$ cat config.mk
export PLATFORM = sky130hd
export DESIGN_NAME = cache_line_mem_ctrl
export DESIGN_NICKNAME = d
export VERILOG_FILES = /design/src/rtl/cache_mem_pkg.sv /design/src/rtl/line_beat_buf.sv /design/src/rtl/cache_line_mem_ctrl.sv
export SDC_FILE = /design/constraint.sdc
export NUM_CORES = 2
export LEC_CHECK = 0
export CAP_MARGIN = 10
export CORE_AREA = 2 2 487 489
export DETAILED_ROUTE_END_ITERATION = 8
export DIE_AREA = 0 0 489 491
export MAX_ROUTING_LAYER = met4
export PLACE_DENSITY = 0.4
export SYNTH_ARGS = -nofsm -noshare
export SYNTH_HDL_FRONTEND = slang
export SYNTH_SLANG_ARGS = --single-unit
$ cat constraint.sdc
create_clock -name clk -period 40.9 [get_ports clk]
set_input_delay 4.09 -clock clk [delete_from_list [all_inputs] [get_ports clk]]
set_output_delay 4.09 -clock clk [all_outputs]
set_load 0.01 [all_outputs]
$ cat src/rtl/cache_mem_pkg.sv
// Shared types and default geometry for the L1 cache memory-side controller.
package cache_mem_pkg;

    localparam int unsigned LINE_W_DEF = 512;
    localparam int unsigned BEAT_W_DEF = 64;
    localparam int unsigned ADDR_W_DEF = 32;
    localparam int unsigned BEATS      = LINE_W_DEF / BEAT_W_DEF;
    localparam int unsigned OFF        = $clog2(LINE_W_DEF / 8);

    typedef logic [LINE_W_DEF-1:0] line_t;
    typedef logic [BEAT_W_DEF-1:0] beat_t;

    typedef enum logic [2:0] {
        IDLE    = 3'd0,
        WB_CMD  = 3'd1,
        WB_DATA = 3'd2,
        RF_CMD  = 3'd3,
        RF_DATA = 3'd4,
        RESP    = 3'd5
    } state_e;

endpackage

$ cat src/rtl/line_beat_buf.sv
// One cache line held as a register, walked beat by beat through a shared counter.
// Beat 0 is the least significant slice; the counter clears on request and wraps after the last beat.
module line_beat_buf #(
    parameter int unsigned LINE_W = 512,
    parameter int unsigned BEAT_W = 64
) (
    input  logic              clk,
    input  logic              rst,
    input  logic              load_i,
    input  logic [LINE_W-1:0] load_data_i,
    input  logic              clr_i,
    input  logic              adv_i,
    input  logic              wr_i,
    input  logic [BEAT_W-1:0] wr_data_i,
    output logic [BEAT_W-1:0] rd_data_o,
    output logic              last_o,
    output logic [LINE_W-1:0] line_nxt_o
);

    localparam int unsigned NBEATS = LINE_W / BEAT_W;
    localparam int unsigned CNT_W  = (NBEATS > 1) ? $clog2(NBEATS) : 1;

    logic [LINE_W-1:0] line_q, line_d;
    logic [CNT_W-1:0]  cnt_q, cnt_d;
    logic [31:0]       beat_base;

    assign beat_base  = 32'(cnt_q) * BEAT_W;
    assign last_o     = (cnt_q == CNT_W'(NBEATS - 1));
    assign rd_data_o  = line_q[beat_base +: BEAT_W];
    assign line_nxt_o = line_d;

    // Next line: whole-line load wins over a single refill beat.
    always_comb begin
        line_d = line_q;
        if (load_i) begin
            line_d = load_data_i;
        end else if (wr_i) begin
            line_d[beat_base +: BEAT_W] = wr_data_i;
        end
    end

    // Beat counter: advances on any consumed/produced beat, never passes the last beat.
    always_comb begin
        cnt_d = cnt_q;
        if (clr_i) begin
            cnt_d = '0;
        end else if (adv_i || wr_i) begin
            cnt_d = last_o ? '0 : cnt_q + CNT_W'(1);
        end
    end

    // Line and counter registers.
    always_ff @(posedge clk or posedge rst) begin
        if (rst) begin
            line_q <= '0;
            cnt_q  <= '0;
        end else begin
            line_q <= line_d;
            cnt_q  <= cnt_d;
        end
    end

endmodule

$ cat src/rtl/cache_line_mem_ctrl.sv
// Memory-side controller for the L1 cache: optional dirty-victim writeback burst,
// then a line refill burst reassembled into one response.
// Optional macro CACHE_LINE_MEM_CTRL_TIMEOUT_EN adds an idle-wait abort with resp_err.
module cache_line_mem_ctrl
    import cache_mem_pkg::*;
#(
    parameter int unsigned LINE_W = LINE_W_DEF,
    parameter int unsigned BEAT_W = BEAT_W_DEF,
    parameter int unsigned ADDR_W = ADDR_W_DEF
`ifdef CACHE_LINE_MEM_CTRL_TIMEOUT_EN
    ,
    parameter int unsigned TIMEOUT = 255
`endif
) (
    input  logic              clk,
    input  logic              rst,
    input  logic              req_valid,
    output logic              req_ready,
    input  logic              req_wb,
    input  logic [ADDR_W-1:0] req_wb_addr,
    input  logic [LINE_W-1:0] req_wb_data,
    input  logic [ADDR_W-1:0] req_fill_addr,
    output logic              resp_valid,
    output logic [LINE_W-1:0] resp_data,
    output logic              resp_err,
    output logic              mem_cmd_valid,
    input  logic              mem_cmd_ready,
    output logic              mem_cmd_we,
    output logic [ADDR_W-1:0] mem_cmd_addr,
    output logic              mem_wvalid,
    input  logic              mem_wready,
    output logic [BEAT_W-1:0] mem_wdata,
    input  logic              mem_rvalid,
    input  logic [BEAT_W-1:0] mem_rdata
);

    localparam int unsigned LOFF = $clog2(LINE_W / 8);
    localparam logic [ADDR_W-1:0] ALIGN_MASK = ~((ADDR_W'(1) << LOFF) - ADDR_W'(1));

    state_e            state_q, state_d;
    logic [ADDR_W-1:0] wb_addr_q, fill_addr_q;
    logic [LINE_W-1:0] resp_data_q;
    logic              accept, buf_clr, buf_adv, buf_wr, buf_last, fill_done, progress;
    logic [BEAT_W-1:0] buf_rd;
    logic [LINE_W-1:0] buf_nxt;

`ifdef CACHE_LINE_MEM_CTRL_TIMEOUT_EN
    localparam int unsigned WAIT_W = $clog2(TIMEOUT + 1);
    logic              busy, abort, err_q;
    logic [WAIT_W-1:0] wait_q, wait_d;

    assign busy = (state_q == WB_CMD) || (state_q == WB_DATA) ||
                  (state_q == RF_CMD) || (state_q == RF_DATA);
`endif

    line_beat_buf #(
        .LINE_W(LINE_W),
        .BEAT_W(BEAT_W)
    ) u_buf (
        .clk        (clk),
        .rst        (rst),
        .load_i     (accept),
        .load_data_i(req_wb_data),
        .clr_i      (buf_clr),
        .adv_i      (buf_adv),
        .wr_i       (buf_wr),
        .wr_data_i  (mem_rdata),
        .rd_data_o  (buf_rd),
        .last_o     (buf_last),
        .line_nxt_o (buf_nxt)
    );

    // Next-state and handshake decode.
    always_comb begin
        state_d   = state_q;
        accept    = 1'b0;
        buf_clr   = 1'b0;
        buf_adv   = 1'b0;
        buf_wr    = 1'b0;
        fill_done = 1'b0;
        progress  = 1'b0;
`ifdef CACHE_LINE_MEM_CTRL_TIMEOUT_EN
        abort     = 1'b0;
`endif
        case (state_q)
            IDLE: begin
                if (req_valid) begin
                    accept  = 1'b1;
                    state_d = req_wb ? WB_CMD : RF_CMD;
                end
            end
            WB_CMD: begin
                if (mem_cmd_ready) begin
                    progress = 1'b1;
                    buf_clr  = 1'b1;
                    state_d  = WB_DATA;
                end
            end
            WB_DATA: begin
                if (mem_wready) begin
                    progress = 1'b1;
                    buf_adv  = 1'b1;
                    if (buf_last) state_d = RF_CMD;
                end
            end
            RF_CMD: begin
                if (mem_cmd_ready) begin
                    progress = 1'b1;
                    buf_clr  = 1'b1;
                    state_d  = RF_DATA;
                end
            end
            RF_DATA: begin
                if (mem_rvalid) begin
                    progress = 1'b1;
                    buf_wr   = 1'b1;
                    if (buf_last) begin
                        fill_done = 1'b1;
                        state_d   = RESP;
                    end
                end
            end
            RESP:    state_d = IDLE;
            default: state_d = IDLE;
        endcase
`ifdef CACHE_LINE_MEM_CTRL_TIMEOUT_EN
        if (busy && !progress && (wait_q == WAIT_W'(TIMEOUT - 1))) begin
            abort   = 1'b1;
            state_d = RESP;
        end
`endif
    end

    // State register.
    always_ff @(posedge clk or posedge rst) begin
        if (rst) state_q <= IDLE;
        else     state_q <= state_d;
    end

    // Request addresses, stored line-aligned.
    always_ff @(posedge clk or posedge rst) begin
        if (rst) begin
            wb_addr_q   <= '0;
            fill_addr_q <= '0;
        end else if (accept) begin
            wb_addr_q   <= req_wb_addr & ALIGN_MASK;
            fill_addr_q <= req_fill_addr & ALIGN_MASK;
        end
    end

    // Response line: captured with the final beat merged in, held until the next response.
    always_ff @(posedge clk or posedge rst) begin
        if (rst) begin
            resp_data_q <= '0;
        end else if (fill_done) begin
            resp_data_q <= buf_nxt;
        end
`ifdef CACHE_LINE_MEM_CTRL_TIMEOUT_EN
        else if (abort) begin
            resp_data_q <= '0;
        end
`endif
    end

`ifdef CACHE_LINE_MEM_CTRL_TIMEOUT_EN
    // Idle-wait counter: restarts on state entry and on any handshake progress.
    always_comb begin
        wait_d = wait_q + WAIT_W'(1);
        if (!busy || progress || (state_d != state_q)) wait_d = '0;
    end

    // Wait counter and abort flag registers.
    always_ff @(posedge clk or posedge rst) begin
        if (rst) begin
            wait_q <= '0;
            err_q  <= 1'b0;
        end else begin
            wait_q <= wait_d;
            err_q  <= abort;
        end
    end

    assign resp_err = (state_q == RESP) && err_q;
`else
    assign resp_err = 1'b0;
`endif

    assign req_ready     = (state_q == IDLE);
    assign mem_cmd_valid = (state_q == WB_CMD) || (state_q == RF_CMD);
    assign mem_cmd_we    = (state_q == WB_CMD);
    assign mem_cmd_addr  = (state_q == WB_CMD) ? wb_addr_q :
                           (state_q == RF_CMD) ? fill_addr_q : '0;
    assign mem_wvalid    = (state_q == WB_DATA);
    assign mem_wdata     = mem_wvalid ? buf_rd : '0;
    assign resp_valid    = (state_q == RESP);
    assign resp_data     = resp_data_q;

endmodule

=== Word level (Yosys, flattened, before mapping) ===
Index checks and enable logic that the tools add are counted.
Widths: inputs -> output; s select.

* Logic and storage cells: 59
* Register bits: 1082
* Bits of input ports: 647
* Output and inout port bits: 614

* Add/subtract/negate cells: 2
* Multiplexer cells: 29
* Reduce and logical (&&, ||, !) cells: 6
* Equality and inequality tests: 13
* Shift operators: 3

{| class="wikitable"
|+ Operator list
! cell !! count
|-
| $mux 512 || 2
|-
| $bwmux 512 || 1
|-
| $shift 64x34->512 const A || 1
|-
| $shiftx 512x10->64 || 1
|-
| $shiftx 64x34->512 || 1
|-
| $mux 32 || 2
|-
| $mux 64 || 1
|-
| $neg 9->34 || 1
|-
| $mux 3 || 10
|-
| $pmux 3 s5 || 1
|-
| $mux 1 || 11
|-
| $eq 3x3->1 const B || 3
|-
| $ne 2x2->1 const B || 4
|-
| $reduce_and 7->1 || 1
|-
| $eq 3x2->1 const B || 2
|-
| $ne 2x1->1 const B || 3
|-
| $add 3x1->3 const B || 1
|-
| $eq 3x1->1 const B || 1
|-
| $logic_not 3->1 || 1
|-
| $logic_or 1x1->1 || 2
|-
| $mux 2 || 1
|-
| $reduce_bool 2->1 || 1
|-
| $reduce_or 2->1 || 1
|}

=== Longest topological paths before layout ===
* Depth in word-level cells: 5
* Mapped depth: 12
* Gate-level depth less buffers: 7

=== Modules after synthesis ===
Synthesis repeated with hierarchy kept, for this count alone.

* Cell total of the unflattened synthesis: 4511
* Area total of the unflattened synthesis: 55204.2 um^2

{| class="wikitable"
|+ Modules (own cells, without submodules)
! module !! area each (um^2) !! instances !! cells each !! seq. area each (um^2)
|-
| line_beat_buf || 31352.6 || 1 || 3152 || 12887.4
|-
| cache_line_mem_ctrl || 23851.6 || 1 || 1359 || 14188.6
|}

=== Worst setup path before layout ===
OpenSTA, ideal clock, no wires.

* Kind: reg2out
* From: register u_buf.cnt_q[0]
* To: output mem_wdata[30]
* Data required time: 36.810 ns
* Stages on the path, launching flop included: 7
* Data arrival time: 1.760 ns
* Setup slack: 35.050 ns
* Cell sequence: dfrtp_1 > clkbuf_1 > buf_2 > buf_2 > mux4_2 > nand2_1 > a21oi_1

* Longest elaborated chain between the ends: 2

{| class="wikitable"
|+ Ends and longest elaborated chain
! element !! RTL line !! text
|-
| from (decl) || line_beat_buf.sv:24 || <nowiki>logic [CNT_W-1:0] cnt_q, cnt_d;</nowiki>
|-
| from (signal assigned) || line_beat_buf.sv:59 || <nowiki>cnt_q <= cnt_d;</nowiki>
|-
| $shiftx 512x10->64 || line_beat_buf.sv:29 || <nowiki>assign rd_data_o = line_q[beat_base +: BEAT_W];</nowiki>
|-
| $mux 64 || cache_line_mem_ctrl.sv:194 || <nowiki>assign mem_wdata = mem_wvalid ? buf_rd : '0;</nowiki>
|-
| to (decl) || cache_line_mem_ctrl.sv:32 || <nowiki>output logic [BEAT_W-1:0] mem_wdata,</nowiki>
|}

Every way passes these cells.

=== Worst setup path after layout ===
* From: input mem_rvalid
* To: register resp_data_q[478] (netlist: resp_data[478])

* Longest elaborated chain between the ends: 4

{| class="wikitable"
|+ Ends and longest elaborated chain
! element !! RTL line !! text
|-
| from (decl) || cache_line_mem_ctrl.sv:33 || <nowiki>input logic mem_rvalid,</nowiki>
|-
| $mux 1 || cache_line_mem_ctrl.sv:114 || <nowiki>if (mem_rvalid) begin</nowiki>
|-
| $mux 1 || cache_line_mem_ctrl.sv:85 || <nowiki>case (state_q)</nowiki>
|-
| $mux 512 || line_beat_buf.sv:37 || <nowiki>end else if (wr_i) begin</nowiki>
|-
| $mux 512 || line_beat_buf.sv:35 || <nowiki>if (load_i) begin</nowiki>
|-
| to (signal assigned) || cache_line_mem_ctrl.sv:156 || <nowiki>resp_data_q <= buf_nxt;</nowiki>
|-
| to (decl) || cache_line_mem_ctrl.sv:42 || <nowiki>logic [LINE_W-1:0] resp_data_q;</nowiki>
|}

Parallel ways exist; a longest one is shown, timed or not.
A chain may end at the register's enable or synchronous reset.

==> flow_summary_export.csv <==
group,metric,value,unit
grt,antenna_found_initial,92,
clocking,clk-insertion-delay-late,800,ps
die,start_util,20.8,%
yosys,synth_cell_type_count,49,
timing,relSlewSlack,-3.62,%
die,dieArea,0.240,mm^2
hold_path,min_to,"wb_addr_q[10]",
timing,setup_viol,0,
grt,gr-usage-met3,8.13,%
routing,route.vias.total,43314,
worst_setup_path,reg2reg_from,"u_buf.cnt_q[0]",
worst_setup_path,slowest_delay,910,ps
clocking,cts_resized,0,
die,die_y,491,um
routing,drtIter0Drc,3230,
timing,drv_slew,20,
hold_path,min_from,"wb_addr_q[10]",
clocking,numCtsBuffers,140,
placement,dpl.hpwl,200,mm
yosys,netlist_instances,4810,
die,coreArea,0.235,mm^2
placement,place.gp.congestion,0.896,
yosys,ys_seq_elements,1082,
layout,fin_area,0.0686,mm^2
worst_setup_path,ff2ff_setup_slack,33950,ps
worst_setup_path,cp.buffers_inverters,5,
yosys,ys_seq_area_share,55.6,%
worst_setup_path,critPathMaxFanout,95,
clocking,cts_tree,"yes",
timing,skew,36.2,ps
grt,grt_util_met2,36.9,%
grt,globalRouteOverflowTotal,0,
yosys,synth_edf_count,0,
timing,min_period,9250,ps
outcome,status,"finished with violations",
layout,n_fill_cell,24804,
placement,placed_area,0.0639,mm^2
grt,grt_use_met1,28.2,%
worst_setup_path,r2r-end,"resp_data[478]",
yosys,yosysWarnings,0,
die,fp.dieW,489,um
worst_setup_path,rr_worst_depth,10,
layout,area_delta_synth_final,40.9,%
timing,fin_crit_sh,22.6,%
outcome,violations,"max-slew violations",
clocking,hold_buffers,0,
power,peakVddDrop,40.9,uV
layout,nets,6535,
hold_path,hold-path-cell-count,2,
worst_setup_path,path_cells,"clkdlybuf4s50_1 -> and4bb_1 -> and2_4 -> buf_4 -> buf_4 -> buf_4 -> buf_4 -> o21ai_0 -> o21ai_0",
placement,port_buffers,1241,
worst_setup_path,critPathMostFrequentCell,"buf_4",
worst_setup_path,crit_path_top_delay_cell,"buf_4",
yosys,synth_area_leader_cell,"dfrtp_1",
worst_setup_path,start_kind,"input port",
power,leakage,28.7,nW
clocking,clockBufferDepth,3,
yosys,syn_avg_cell_area,10.1,um^2
timing,worst_pin_slew,1550,ps
routing,avgViaCountPerCell,4.71,
routing,ant_nets,0,
timing,finalHoldViolCount,0,
die,io-pin-count,1261,
die,core.rowCount,178,
grt,grt_max_degree,187,
timing,timing.hold.ws,472,ps
routing,wire_per_inst,30.5,um
grt,first_global_vias,44568,
timing,grt_setup_unrepaired,"no",
routing,dr.pass1.iters,5,
clocking,clockRootBuffer,"clkbuf_16",
routing,drc,0,
timing,max_freq,108,MHz
timing,tns,0,ps
yosys,async_reset_ff_share,100,%
power,power_density,65.0,mW/mm^2
layout,drive_gt1_share,7.39,%
yosys,synthTopCellsByArea,"dfrtp_1 (56%), a21oi_1 (7.7%), mux2i_1 (6.6%)",
worst_setup_path,critical_path_arrival,9940,ps
yosys,netlist_area,0.0487,mm^2
worst_setup_path,cp-end-kind,"flop",
grt,track_usage,23.3,%
clocking,numClockSinks,1082,
hold_path,hold_class,"reg2reg",
worst_setup_path,cp_top_family,"buffers and inverters",
yosys,yosysTopAreaCellShare,55.6,%
grt,grt_pass1_wl,382,mm
worst_setup_path,worstPathRequired,41600,ps
job,drv_cap,0,
clocking,h-tree-depth,4,
grt,top_usage_layer,"met2",
clocking,post_cts_buffers,0,
worst_setup_path,critPathKind,"in2reg",
yosys,synth-main-ff-cell,"dfrtp_1",
clocking,clkTransAtPathRegs,60,ps
routing,totalWireLength,280,mm
metal layers:
metal	part of all wire (%)	wire (um)	up-vias
met4	2.5	7030	0
met1	42	116000	22454
li1	-	-	18850
met3	9.1	25500	323
met2	47	131000	1687
met5	0	0	-
Yosys cell counts, types with 12 or more instances:
master / n
a31oi_1: 58
nor2b_1: 67
clkbuf_1: 192
mux2i_1: 322
buf_2: 130
a22oi_1: 162
and2_1: 65
mux4_2: 128
o22ai_1: 27
buf_8: 12
o21ai_0: 196
a21oi_1: 753
buf_1: 15
o21ai_1: 13
dfrtp_1: 1082
nand2_1: 655
nor2_1: 817
buf_4: 29
registers in the layout, summed over array words and instances, names as in the netlist:
register and cells:
resp_data 512, u_buf.line_q 512, fill_addr_q 26, wb_addr_q 26
state_q 3, u_buf.cnt_q 3
stage by stage:
stage	util (%)	setup WS, ps	std cells	total power [W]
after floorplan	-	6350	4816	0.00246
after global placement	27.2	30790	8891	0.00322
after detailed placement	27.2	30800	8891	0.00323
after CTS	29.2	31670	9133	0.00451
after global routing	29.2	31310	9193	0.00469
final	29.3	31650	9200	0.00446
worst reg2reg max path, cell delays in order, from the launching register on:
cell	delay, ps
dfrtp_4	810
buf_4	810
ha_1	310
ha_1	300
and2_4	650
buf_4	920
buf_4	850
buf_4	870
buf_4	880
o21ai_0	250
o21ai_0	190
kinds of logic after synthesis:
family / after synthesis / share of synthesized area [%]
other cells: 1 / 0.00770
compound gates: 1226 / 13.8
mux: 450 / 12.5
fa+ha+maj: 5 / 0.128
flops: 1082 / 55.6
simple gates: 1644 / 13.7
buf+inv: 402 / 4.25
how the worst max path moves through the flow:
stage / slack, ps / endpoint / cells after the start / start
2_1_floorplan: 6350 / fill_addr_q[10] / 1 / rst
5_1_grt: 31310 / resp_data[479] / 9 / mem_rvalid
4_1_cts: 31670 / resp_data[476] / 9 / mem_rvalid
3_5_place_dp: 30800 / resp_data[476] / 9 / mem_rvalid
3_3_place_gp: 30790 / resp_data[479] / 9 / mem_rvalid
6_report: 31650 / resp_data[478] / 9 / mem_rvalid
report_power, final:
part | switching (W) | total (W) | internal (W)
Sequential | 0.000203 | 0.00157 | 0.00136
Combinational | 0.000974 | 0.00164 | 0.000663
Clock | 0.000524 | 0.00125 | 0.000731
cells in the final DEF, fill, tap and decap left out, types with 4 or more instances in the layout:
cell type	n
a21o_1	9
a21oi_1	753
a22oi_1	162
a31oi_1	58
and2_1	64
buf_12	8
buf_4	68
bufinv_16	4
clkbuf_1	33
clkbuf_16	144
clkbuf_8	32
clkdlybuf4s50_1	1241
clkinv_2	17
conb_1	7
dfrtp_1	1078
diode_2	67
ha_1	4
inv_1	8
inv_16	4
inv_6	5
mux2i_1	322
mux4_2	128
nand2_1	653
nand2b_1	4
nand3_1	5
nor2_1	817
nor2b_1	66
nor3_1	9
o21ai_0	196
o21ai_1	13
o22ai_1	27
area by class of cell:
cell class | count | area [um^2] | share of cell area, %
Antenna cell | 67 | 168 | 0.244
Clock buffer | 209 | 4170 | 6.07
Clock inverter | 33 | 392 | 0.571
Inverter | 10 | 50.0 | 0.0730
Multi-Input combinational cell | 3332 | 19700 | 28.7
Sequential cell | 1082 | 27100 | 39.5
Tap cell | 3150 | 3940 | 5.74
Timing Repair Buffer | 1317 | 13100 | 19.1
Power figures use the tool's default switching activity.
